## config.mk

```make
export PLATFORM = sky130hd
export DESIGN_NAME = avalon_mm_burst_master_flat
export DESIGN_NICKNAME = d
export VERILOG_FILES = /design/src/rtl/avalon_mm_burst_master_if.sv /design/src/rtl/avalon_mm_burst_master.sv /design/src/flat_wrapper.sv
export SDC_FILE = /design/constraint.sdc
export NUM_CORES = 1
export LEC_CHECK = 0
export CORE_MARGIN = 2
export CORE_UTILIZATION = 25
export CTS_CLUSTER_DIAMETER = 30
export CTS_CLUSTER_SIZE = 24
export DETAILED_ROUTE_END_ITERATION = 10
export PLACE_DENSITY = 0.58
export RECOVER_POWER = 25
export SLEW_MARGIN = 20
export SYNTH_ARGS = -nofsm -noshare
export SYNTH_HDL_FRONTEND = slang
export SYNTH_SLANG_ARGS = --single-unit
```

## constraint.sdc

```tcl
create_clock -name CLK -period 2.6 [get_ports CLK]
set_clock_uncertainty 0.05 [all_clocks]
set_input_delay 0.39 -clock CLK [delete_from_list [all_inputs] [get_ports CLK]]
set_output_delay 0.39 -clock CLK [all_outputs]
set_load 0.01 [all_outputs]
```

## src/rtl/avalon_mm_burst_master_if.sv

```systemverilog
`default_nettype none
// ============================================================================
// Module   : avalon_mm_burst_master_if
// Brief    : Avalon-MM burst bus bundle between a burst master and its slave.
// Revision : 1.0 - initial release
// ============================================================================

interface avalon_mm_burst_master_if #(
    parameter int DATA_W  = 32,
    parameter int ADDR_W  = 32,
    parameter int BURST_W = 4
);
    logic [ADDR_W-1:0]   ADDRESS;
    logic [BURST_W-1:0]  BURSTCOUNT;
    logic                READ;
    logic                WRITE;
    logic [DATA_W-1:0]   WRITEDATA;
    logic [DATA_W/8-1:0] BYTEENABLE;
    logic                LOCK;
    logic                WAITREQUEST;
    logic [DATA_W-1:0]   READDATA;
    logic                READDATAVALID;

    modport master (
        output ADDRESS,
        output BURSTCOUNT,
        output READ,
        output WRITE,
        output WRITEDATA,
        output BYTEENABLE,
        output LOCK,
        input  WAITREQUEST,
        input  READDATA,
        input  READDATAVALID
    );

    modport slave (
        input  ADDRESS,
        input  BURSTCOUNT,
        input  READ,
        input  WRITE,
        input  WRITEDATA,
        input  BYTEENABLE,
        input  LOCK,
        output WAITREQUEST,
        output READDATA,
        output READDATAVALID
    );
endinterface

`default_nettype wire

```

## src/rtl/avalon_mm_burst_master.sv

```systemverilog
`default_nettype none
// ============================================================================
// Module   : avalon_mm_burst_master
// Brief    : Single-burst Avalon-MM master with write/read beat streams,
//            bus lock and an idle-bus timeout.
// Revision : 1.0 - initial release
// ============================================================================

module avalon_mm_burst_master #(
    parameter int DATA_W  = 32,
    parameter int ADDR_W  = 32,
    parameter int BURST_W = 4,
    parameter int TIMEOUT = 1024
) (
    input  wire logic                CLK,
    input  wire logic                RESET_N,

    avalon_mm_burst_master_if.master av,

    input  wire logic                start,
    input  wire logic                rnw,
    input  wire logic [ADDR_W-1:0]   address_to_access,
    input  wire logic [BURST_W-1:0]  burst_len,
    input  wire logic [DATA_W/8-1:0] byte_en,

    input  wire logic [DATA_W-1:0]   wr_data,
    input  wire logic                wr_valid,
    output logic                     wr_ready,

    output logic [DATA_W-1:0]        rd_data,
    output logic                     rd_valid,

    output logic                     busy,
    output logic                     done,
    output logic                     error
);

    // The timeout counter only has to reach TIMEOUT-1: the abort fires on the
    // idle cycle that would have made it TIMEOUT.
    localparam int                TMO_W      = (TIMEOUT > 1) ? $clog2(TIMEOUT) : 1;
    localparam bit                c_TMO_EN   = (TIMEOUT > 0);
    localparam logic [TMO_W-1:0]  c_TMO_LAST = TMO_W'((TIMEOUT > 0) ? TIMEOUT - 1 : 0);

    typedef enum logic [2:0] {
        S_IDLE     = 3'd0,
        S_WR_BURST = 3'd1,
        S_RD_CMD   = 3'd2,
        S_RD_DATA  = 3'd3,
        S_DONE     = 3'd4
    } state_t;

    state_t               r_state;
    logic [BURST_W-1:0]   r_beats;
    logic [TMO_W-1:0]     r_tmo;
    logic                 r_error;
    logic                 r_read;
    logic [ADDR_W-1:0]    r_address;
    logic [BURST_W-1:0]   r_burstcount;
    logic [DATA_W/8-1:0]  r_byteenable;
    logic [DATA_W-1:0]    r_rd_data;
    logic                 r_rd_valid;

    logic                 w_in_wr;
    logic                 w_in_rd_cmd;
    logic                 w_in_rd_data;
    logic                 w_active;
    logic                 w_wr_accept;
    logic                 w_cmd_accept;
    logic                 w_rd_beat;
    logic                 w_beat;
    logic                 w_progress;
    logic                 w_last;
    logic                 w_tmo_hit;
    logic [BURST_W-1:0]   w_len_eff;

    assign w_in_wr      = (r_state == S_WR_BURST);
    assign w_in_rd_cmd  = (r_state == S_RD_CMD);
    assign w_in_rd_data = (r_state == S_RD_DATA);
    assign w_active     = w_in_wr | w_in_rd_cmd | w_in_rd_data;

    assign w_wr_accept  = w_in_wr & wr_valid & ~av.WAITREQUEST;
    assign w_cmd_accept = w_in_rd_cmd & ~av.WAITREQUEST;
    // A beat returned together with command acceptance counts as the first one.
    assign w_rd_beat    = av.READDATAVALID & (w_cmd_accept | w_in_rd_data);
    assign w_beat       = w_wr_accept | w_rd_beat;
    assign w_progress   = w_wr_accept | w_cmd_accept | w_rd_beat;
    assign w_last       = w_beat & (r_beats == BURST_W'(1));
    assign w_tmo_hit    = c_TMO_EN & w_active & ~w_progress & (r_tmo == c_TMO_LAST);

    assign w_len_eff    = (burst_len == '0) ? BURST_W'(1) : burst_len;

    always_ff @(posedge CLK or negedge RESET_N) begin
        if (!RESET_N) begin
            r_state      <= S_IDLE;
            r_beats      <= '0;
            r_tmo        <= '0;
            r_error      <= 1'b0;
            r_read       <= 1'b0;
            r_address    <= '0;
            r_burstcount <= '0;
            r_byteenable <= '0;
            r_rd_data    <= '0;
            r_rd_valid   <= 1'b0;
        end else begin
            r_rd_valid <= 1'b0;
            r_error    <= 1'b0;

            if (w_rd_beat) begin
                r_rd_valid <= 1'b1;
                r_rd_data  <= av.READDATA;
            end

            if (w_beat && (r_beats != '0)) begin
                r_beats <= r_beats - BURST_W'(1);
            end

            if (w_progress) begin
                r_tmo <= '0;
            end else if (w_active && c_TMO_EN) begin
                r_tmo <= r_tmo + TMO_W'(1);
            end

            case (r_state)
                S_IDLE: begin
                    if (start) begin
                        r_address    <= address_to_access;
                        r_burstcount <= w_len_eff;
                        r_beats      <= w_len_eff;
                        r_byteenable <= byte_en;
                        r_tmo        <= '0;
                        r_read       <= rnw;
                        r_state      <= rnw ? S_RD_CMD : S_WR_BURST;
                    end
                end
                S_WR_BURST: begin
                    if (w_last) begin
                        r_state <= S_DONE;
                    end else if (w_tmo_hit) begin
                        r_state <= S_DONE;
                        r_error <= 1'b1;
                    end
                end
                S_RD_CMD: begin
                    if (w_cmd_accept) begin
                        r_read  <= 1'b0;
                        r_state <= w_last ? S_DONE : S_RD_DATA;
                    end else if (w_tmo_hit) begin
                        r_read  <= 1'b0;
                        r_state <= S_DONE;
                        r_error <= 1'b1;
                    end
                end
                S_RD_DATA: begin
                    if (w_last) begin
                        r_state <= S_DONE;
                    end else if (w_tmo_hit) begin
                        r_state <= S_DONE;
                        r_error <= 1'b1;
                    end
                end
                S_DONE: begin
                    r_state <= S_IDLE;
                end
                default: begin
                    r_state <= S_IDLE;
                end
            endcase
        end
    end

    assign av.ADDRESS    = r_address;
    assign av.BURSTCOUNT = r_burstcount;
    assign av.BYTEENABLE = r_byteenable;
    assign av.READ       = r_read;
    assign av.WRITE      = w_in_wr & wr_valid;
    // Gated so the bus shows zero data outside the write burst and in reset.
    assign av.WRITEDATA  = w_in_wr ? wr_data : '0;
    assign av.LOCK       = w_active;

    assign wr_ready      = w_in_wr & ~av.WAITREQUEST;
    assign rd_data       = r_rd_data;
    assign rd_valid      = r_rd_valid;
    assign busy          = (r_state != S_IDLE);
    assign done          = (r_state == S_DONE);
    assign error         = r_error;

endmodule

`default_nettype wire

```

## src/flat_wrapper.sv

```systemverilog
// flat-port wrapper written by rule: the top's interface ports become plain ports
module avalon_mm_burst_master_flat 
#(
    parameter int DATA_W  = 32,
    parameter int ADDR_W  = 32,
    parameter int BURST_W = 4,
    parameter int TIMEOUT = 1024
)
  (CLK, RESET_N, start, rnw, address_to_access, burst_len, byte_en, wr_data, wr_valid, wr_ready, rd_data, rd_valid, busy, done, error, av_ADDRESS, av_BURSTCOUNT, av_READ, av_WRITE, av_WRITEDATA, av_BYTEENABLE, av_LOCK, av_WAITREQUEST, av_READDATA, av_READDATAVALID);
  avalon_mm_burst_master_if #(.DATA_W(DATA_W), .ADDR_W(ADDR_W), .BURST_W(BURST_W)) av_i ();
  input  wire logic CLK;
  input  wire logic RESET_N;
  input  wire logic start;
  input  wire logic rnw;
  input  wire logic [ADDR_W-1:0] address_to_access;
  input  wire logic [BURST_W-1:0] burst_len;
  input  wire logic [DATA_W/8-1:0] byte_en;
  input  wire logic [DATA_W-1:0] wr_data;
  input  wire logic wr_valid;
  output logic wr_ready;
  output logic [DATA_W-1:0] rd_data;
  output logic rd_valid;
  output logic busy;
  output logic done;
  output logic error;
  output wire logic [$bits(av_i.ADDRESS)-1:0] av_ADDRESS;
  output wire logic [$bits(av_i.BURSTCOUNT)-1:0] av_BURSTCOUNT;
  output wire logic [$bits(av_i.READ)-1:0] av_READ;
  output wire logic [$bits(av_i.WRITE)-1:0] av_WRITE;
  output wire logic [$bits(av_i.WRITEDATA)-1:0] av_WRITEDATA;
  output wire logic [$bits(av_i.BYTEENABLE)-1:0] av_BYTEENABLE;
  output wire logic [$bits(av_i.LOCK)-1:0] av_LOCK;
  input wire logic [$bits(av_i.WAITREQUEST)-1:0] av_WAITREQUEST;
  input wire logic [$bits(av_i.READDATA)-1:0] av_READDATA;
  input wire logic [$bits(av_i.READDATAVALID)-1:0] av_READDATAVALID;
  assign av_ADDRESS = av_i.ADDRESS;
  assign av_BURSTCOUNT = av_i.BURSTCOUNT;
  assign av_READ = av_i.READ;
  assign av_WRITE = av_i.WRITE;
  assign av_WRITEDATA = av_i.WRITEDATA;
  assign av_BYTEENABLE = av_i.BYTEENABLE;
  assign av_LOCK = av_i.LOCK;
  assign av_i.WAITREQUEST = av_WAITREQUEST;
  assign av_i.READDATA = av_READDATA;
  assign av_i.READDATAVALID = av_READDATAVALID;
  avalon_mm_burst_master #(.DATA_W(DATA_W), .ADDR_W(ADDR_W), .BURST_W(BURST_W), .TIMEOUT(TIMEOUT)) u_core (.CLK(CLK), .RESET_N(RESET_N), .av(av_i), .start(start), .rnw(rnw), .address_to_access(address_to_access), .burst_len(burst_len), .byte_en(byte_en), .wr_data(wr_data), .wr_valid(wr_valid), .wr_ready(wr_ready), .rd_data(rd_data), .rd_valid(rd_valid), .busy(busy), .done(done), .error(error));
endmodule
```

Yosys cells after proc, flatten, opt, wreduce, memory -nomap -nowiden

Index checks and enable logic that the tools add are counted.

Bits in registers: 92
Output and inout port bits: 112
Logic and storage cells: 70

Add/sub/neg operators: 2
Equal/unequal tests: 8
Muxes and demuxes: 25
Bitwise gates (word level): 16
Reductions and logical operators: 9

Operators by type and width:

| operator              | count |
|---|---|
| $mux 10               | 4 |
| $mux 32               | 1 |
| $mux 4                | 4 |
| $mux 3                | 5 |
| $add 10x1->10 const B | 1 |
| $eq 10x10->1 const B  | 1 |
| $pmux 3 s3            | 1 |
| $and 1x1->1           | 8 |
| $mux 1                | 7 |
| $eq 3x2->1 const B    | 2 |
| $or 1x1->1            | 6 |
| $eq 4x1->1 const B    | 1 |
| $logic_not 4->1       | 1 |
| $pmux 1 s2            | 2 |
| $reduce_bool 4->1     | 1 |
| $sub 4x1->4 const B   | 1 |
| $eq 3x1->1 const B    | 1 |
| $eq 3x3->1 const B    | 1 |
| $logic_not 3->1       | 1 |
| $ne 3x3->1 const B    | 1 |
| $reduce_and 3->1      | 1 |
| $reduce_bool 3->1     | 1 |
| $mux 2                | 1 |
| $ne 2x2->1 const B    | 1 |
| other kinds (5)       | 6 |

Longest topological paths before layout

Depth after elaboration: 11
Depth in mapped cells: 7
Gate-level depth less buffers: 6

Least setup slack after synthesis

OpenSTA, ideal clock, no wires.

Path kind: register to register
Start: register u_core.r_state[2]
End: register u_core.r_state[1]
Setup time: 122 ps
Arrival time: 1695 ps
Data required time: 2428 ps
Slack: 733 ps
Stages on the path, launching flop included: 7
Path buffers: 2
Cells stage by stage: dfrtp_1 buf_6 o21ba_4 buf_6 nand4_4 or4_4 a32o_1

RTL lines:

| what                                            | RTL line                                                     | text |
|---|---|---|
| start: declaration                              | avalon_mm_burst_master.sv:52                                 | `state_t r_state;` |
| start signal: assignment                        | avalon_mm_burst_master.sv:132                                | `r_state <= rnw ? S_RD_CMD : S_WR_BURST;` |
| start signal: assignment                        | avalon_mm_burst_master.sv:146                                | `r_state <= w_last ? S_DONE : S_RD_DATA;` |
| $eq 3x1->1 / $eq 3x2->1 (equally long branches) | avalon_mm_burst_master.sv:76, avalon_mm_burst_master.sv:77   |  |
| $or 1x1->1                                      | avalon_mm_burst_master.sv:79                                 | `assign w_active = w_in_wr \| w_in_rd_cmd \| w_in_rd_data;` |
| $or 1x1->1 (*)                                  | avalon_mm_burst_master.sv:79                                 |  |
| named net av_LOCK                               | flat_wrapper.sv:32                                           | `output wire logic [$bits(av_i.LOCK)-1:0] av_LOCK;` |
| $and 1x1->1 (*) (2 in a row)                    | avalon_mm_burst_master.sv:88                                 | `assign w_tmo_hit = c_TMO_EN & w_active & ~w_progress & (r_tmo == c_TMO_LAST);` |
| $mux 3 (*)                                      | -                                                            |  |
| $mux 3 (on tied branches)                       | avalon_mm_burst_master.sv:136, avalon_mm_burst_master.sv:144 |  |
| $pmux 3 s3 (*)                                  | avalon_mm_burst_master.sv:123                                | `case (r_state)` |

Mark *: on every way through the listed nets, which the timed path passes. The rest lies on a longest branch.
A chain may end at the register's enable or synchronous reset.

Worst setup path after layout

Start: register u_core.r_state[2]
End: output port av_WRITEDATA[8]

Longest elaborated chain between the ends: 2

Ends and longest elaborated chain:

| what             | RTL line                      | text |
|---|---|---|
| $eq 3x1->1       | avalon_mm_burst_master.sv:76  | `assign w_in_wr = (r_state == S_WR_BURST);` |
| $mux 32          | avalon_mm_burst_master.sv:177 | `assign av.WRITEDATA = w_in_wr ? wr_data : '0;` |
| end: declaration | flat_wrapper.sv:30            | `output wire logic [$bits(av_i.WRITEDATA)-1:0] av_WRITEDATA;` |

Every way passes these cells.

==> results.tsv <==
stage	metric	value	unit
worst_setup_path	worst path arrival time	1980	ps
flow_run	max-cap check violation count	0	
timing	final setup vio count	0	
worst_setup_path	crit-path max FO	17	
worst_setup_path	crit start category	flop	
synthesis	Synth Instances	393	
synthesis	post-synthesis register bit count	92	
clocking	CTS root buffer	clkbuf_16	
floorplan	row cnt	46	
pwr	switching share of power	0.330	
clocking	CTS clk-pin slew, worst paths	70	ps
floorplan	die area	17100	um^2
global_routing	first-pass GRT wire length	18100	um
floorplan	Die X	131	um
timing	Worst Max-Slew Pin Slew	1380	ps
clocking	clock buffer depth	2	
synthesis	Syn Area/Cell	10.3	um^2
worst_setup_path	CP Class	flop to output port	
pwr	Comb pwr share	0.499	
place	placed cells	821	
global_routing	gr usage total	0.137	
worst_setup_path	CP bufs+invs	3	
pwr	NetSw	2.46	mW
global_routing	vias in the first global route	3691	
finish	Nets	732	
synthesis	asr flop ratio synth	1.00	
finish	Area growth, synth to finish	69.9	%
pwr	Design Power	7.47	mW
drt	WL met3	1090	um
outcome	outcome	completed	
floorplan	Starting Density	0.255	
drt	vias	3603	
clocking	CTS tree	built	
floorplan	Die Y	131	um
timing	Fmax	0.414	GHz
timing	Final TNS setup	0	ps
synthesis	sequential area share after synthesis	0.571	
clocking	postcts setup bufs	0	
drt	final wirelength	11800	um
timing	RSZ-0062 raised after global routing	false	
place	Port Buffers	222	
floorplan	core area	15800	um^2
place	GPL Wtd Cong	0.781	
global_routing	initial antenna violation count	0	
worst_setup_path	worst-path cell chain	inv_1 -> nand2_1 -> nor2_4 -> buf_6 -> and2_1 -> clkdlybuf4s50_1	
worst_setup_path	Slowest-stage cell, CP	clkdlybuf4s50_1	
finish	Final Util	0.432	
drt	DR vias/cell	4.30	
clocking	Post-CTS Hold Buffers	0	
timing	max_slew headroom	0.0826	
drt	initial drt markers	146	
drt	met2 routed WL	6040	um
floorplan	# IOs	223	
worst_setup_path	worst endpoint required time	2160	ps
place	DPL Wire Length	8950	um
clocking	Num CTS Buffers	9	
finish	most common cell after layout, fill and taps aside	clkdlybuf4s50_1	
worst_setup_path	CP endpoint kind	output port	
pwr	Seq pwr share	0.324	
synthesis	Post-Syn Nets	508	
drt	DR WL/cell	14.1	um
pwr	internal power	5.00	mW
worst_setup_path	CP max stage delay	540	ps
synthesis	Synth Flop Type	dfrtp_1	
timing	endpoints failing hold	0	
synthesis	mapped cell area	4030	um^2
finish	proportion of layout cells with a drive suffix above 1	0.105	
pwr	Clock power frac	0.178	
synthesis	Distinct cells, synth	36	
drt	TritonRoute pass-1 iters	6	
synthesis	synthesis warning total	0	
finish	Antenna Cells	0	
pwr	power per cell area	1090	nW/um^2
clocking	H-Tree Depth	3	
finish	most frequent cells in the layout	clkdlybuf4s50_1 (221), nand2_1 (128), dfrtp_1 (92)	
timing	fin crit period	2420	ps
clocking	CTS Sinks	92	
synthesis	Post-synth EDFFs	0	
worst_setup_path	CP delay by family, top	buffers and inverters	
drt	DRC viols	0	
finish	Final Non-Filler Cells	837	
hold_path	Hold Crit Class	primary input to asynchronous set/reset pin	
drt	Final ANT Viol Nets	0	
global_routing	GRT Residual Overflow	0	
drt	Metal-1 WL	4420	um
global_routing	largest net degree at the start of global routing	56	
timing	Final period util	0.930	
drt	uppermost layer routed	met4	
timing	final slew viol count	0	
pwr	Max VDD drop	0.000499	V
clocking	clk_lat worst skew	340	ps
pwr	P_leak	3.02	nW
-- layout make-up --
| cell class | instances | area (um^2) |
|---|---|---|
| clock inverter | 4 | 48.8 |
| clock buffer | 11 | 253 |
| fill | 1485 | 8980 |
| timing repair buffer | 232 | 2320 |
| multi-input combinational | 276 | 1630 |
| sequential | 92 | 2300 |
| tap | 216 | 270 |
| inverter | 6 | 22.5 |
-- cells by family (layout without fill, tap and decap cells) --
| group | Yosys count | in the layout | synth area share |
|---|---|---|---|
| AND/OR/NAND/NOR | 207 | 207 | 0.234 |
| AO/OA/AOI/OAI | 20 | 20 | 0.0345 |
| flip-flops | 92 | 92 | 0.571 |
| adder cells (fa/ha/maj) | 4 | 4 | 0.0124 |
| XOR/XNOR | 11 | 11 | 0.0239 |
| multiplexers | 34 | 34 | 0.0944 |
| buffers and inverters | 25 | 253 | 0.0298 |
-- synth_stat cells (2+ instances only) --
| master | instances | area (um^2) |
|---|---|---|
| nand2_1 | 128 | 480 |
| xnor2_1 | 4 | 35.0 |
| inv_1 | 6 | 22.5 |
| nor3_1 | 7 | 35.0 |
| nor2b_1 | 2 | 12.5 |
| and3_1 | 2 | 12.5 |
| nand3_1 | 5 | 25.0 |
| o21ai_0 | 7 | 35.0 |
| dfrtp_1 | 92 | 2300 |
| nor3b_1 | 2 | 15.0 |
| xor2_1 | 7 | 61.3 |
| buf_2 | 3 | 15.0 |
| and2_1 | 33 | 206 |
| a32o_1 | 2 | 20.0 |
| buf_6 | 2 | 22.5 |
| buf_4 | 2 | 15.0 |
| mux2i_1 | 2 | 20.0 |
| clkbuf_1 | 12 | 45.0 |
| nand2b_1 | 2 | 12.5 |
| a21oi_1 | 4 | 20.0 |
| ha_1 | 4 | 50.1 |
| nand4_1 | 2 | 12.5 |
| nor2_1 | 19 | 71.3 |
| mux2_2 | 32 | 360 |
-- flip-flops by register name, indices dropped and copies added (netlist names) --
register and count:
u_core.av.ADDRESS 32, u_core.r_state 3, u_core.av.BURSTCOUNT 4, u_core.av.BYTEENABLE 4
u_core.r_beats 4, u_core.r_tmo 10, u_core.rd_valid 1, u_core.av.READ 1
u_core.rd_data 32, u_core.error 1
-- power by group through the flow --
stage | Sequential [mW] | Clock (mW) | Combinational [mW]
2_1_floorplan | 2.67 | 0 | 1.40
3_3_place_gp | 2.41 | 0 | 3.68
3_5_place_dp | 2.43 | 0 | 3.73
4_1_cts | 2.42 | 1.38 | 3.74
5_1_grt | 2.51 | 1.45 | 4.07
6_report | 2.42 | 1.33 | 3.72
-- worst paths after layout --
path	start	slack [ps]	cells past startpoint	end
max in group asynchronous	RESET_N	560	2	u_core.rd_data[16]
min reg2reg	u_core.av.ADDRESS[12]	420	2	u_core.av.ADDRESS[12]
min in group CLK	u_core.av.ADDRESS[12]	420	2	u_core.av.ADDRESS[12]
max	u_core.r_state[2]	180	6	av_WRITEDATA[8]
max reg2reg	u_core.r_state[1]	530	6	u_core.r_state[1]
min	RESET_N	300	1	u_core.av.ADDRESS[17]
-- metal layers --
metal,GRT usage,vias to the layer above
met1,0.148,1717
met4,0.0632,0
met5,0,-
li1,-,1706
met2,0.241,160
met3,0.0476,20
-- stage by stage --
| stage | setup slack, ps | instance area (um^2) | hold WS, ps |
|---|---|---|---|
| after floorplan | 733 | 4030 | 44.4 |
| after global placement | 233 | 6540 | 407 |
| after detailed placement | 219 | 6540 | 412 |
| after CTS | 78.8 | 6840 | 66.1 |
| after global routing | 1.64 | 6840 | 414 |
| final | 183 | 6840 | 300 |
-- repair_timing --
action | CTS | global route
resized for setup | 0 | 6
endpoints found under the hold margin | 0 | 0
setup endpoints to repair | 0 | 33
No activity file was read; power rests on OpenSTA's default activity.
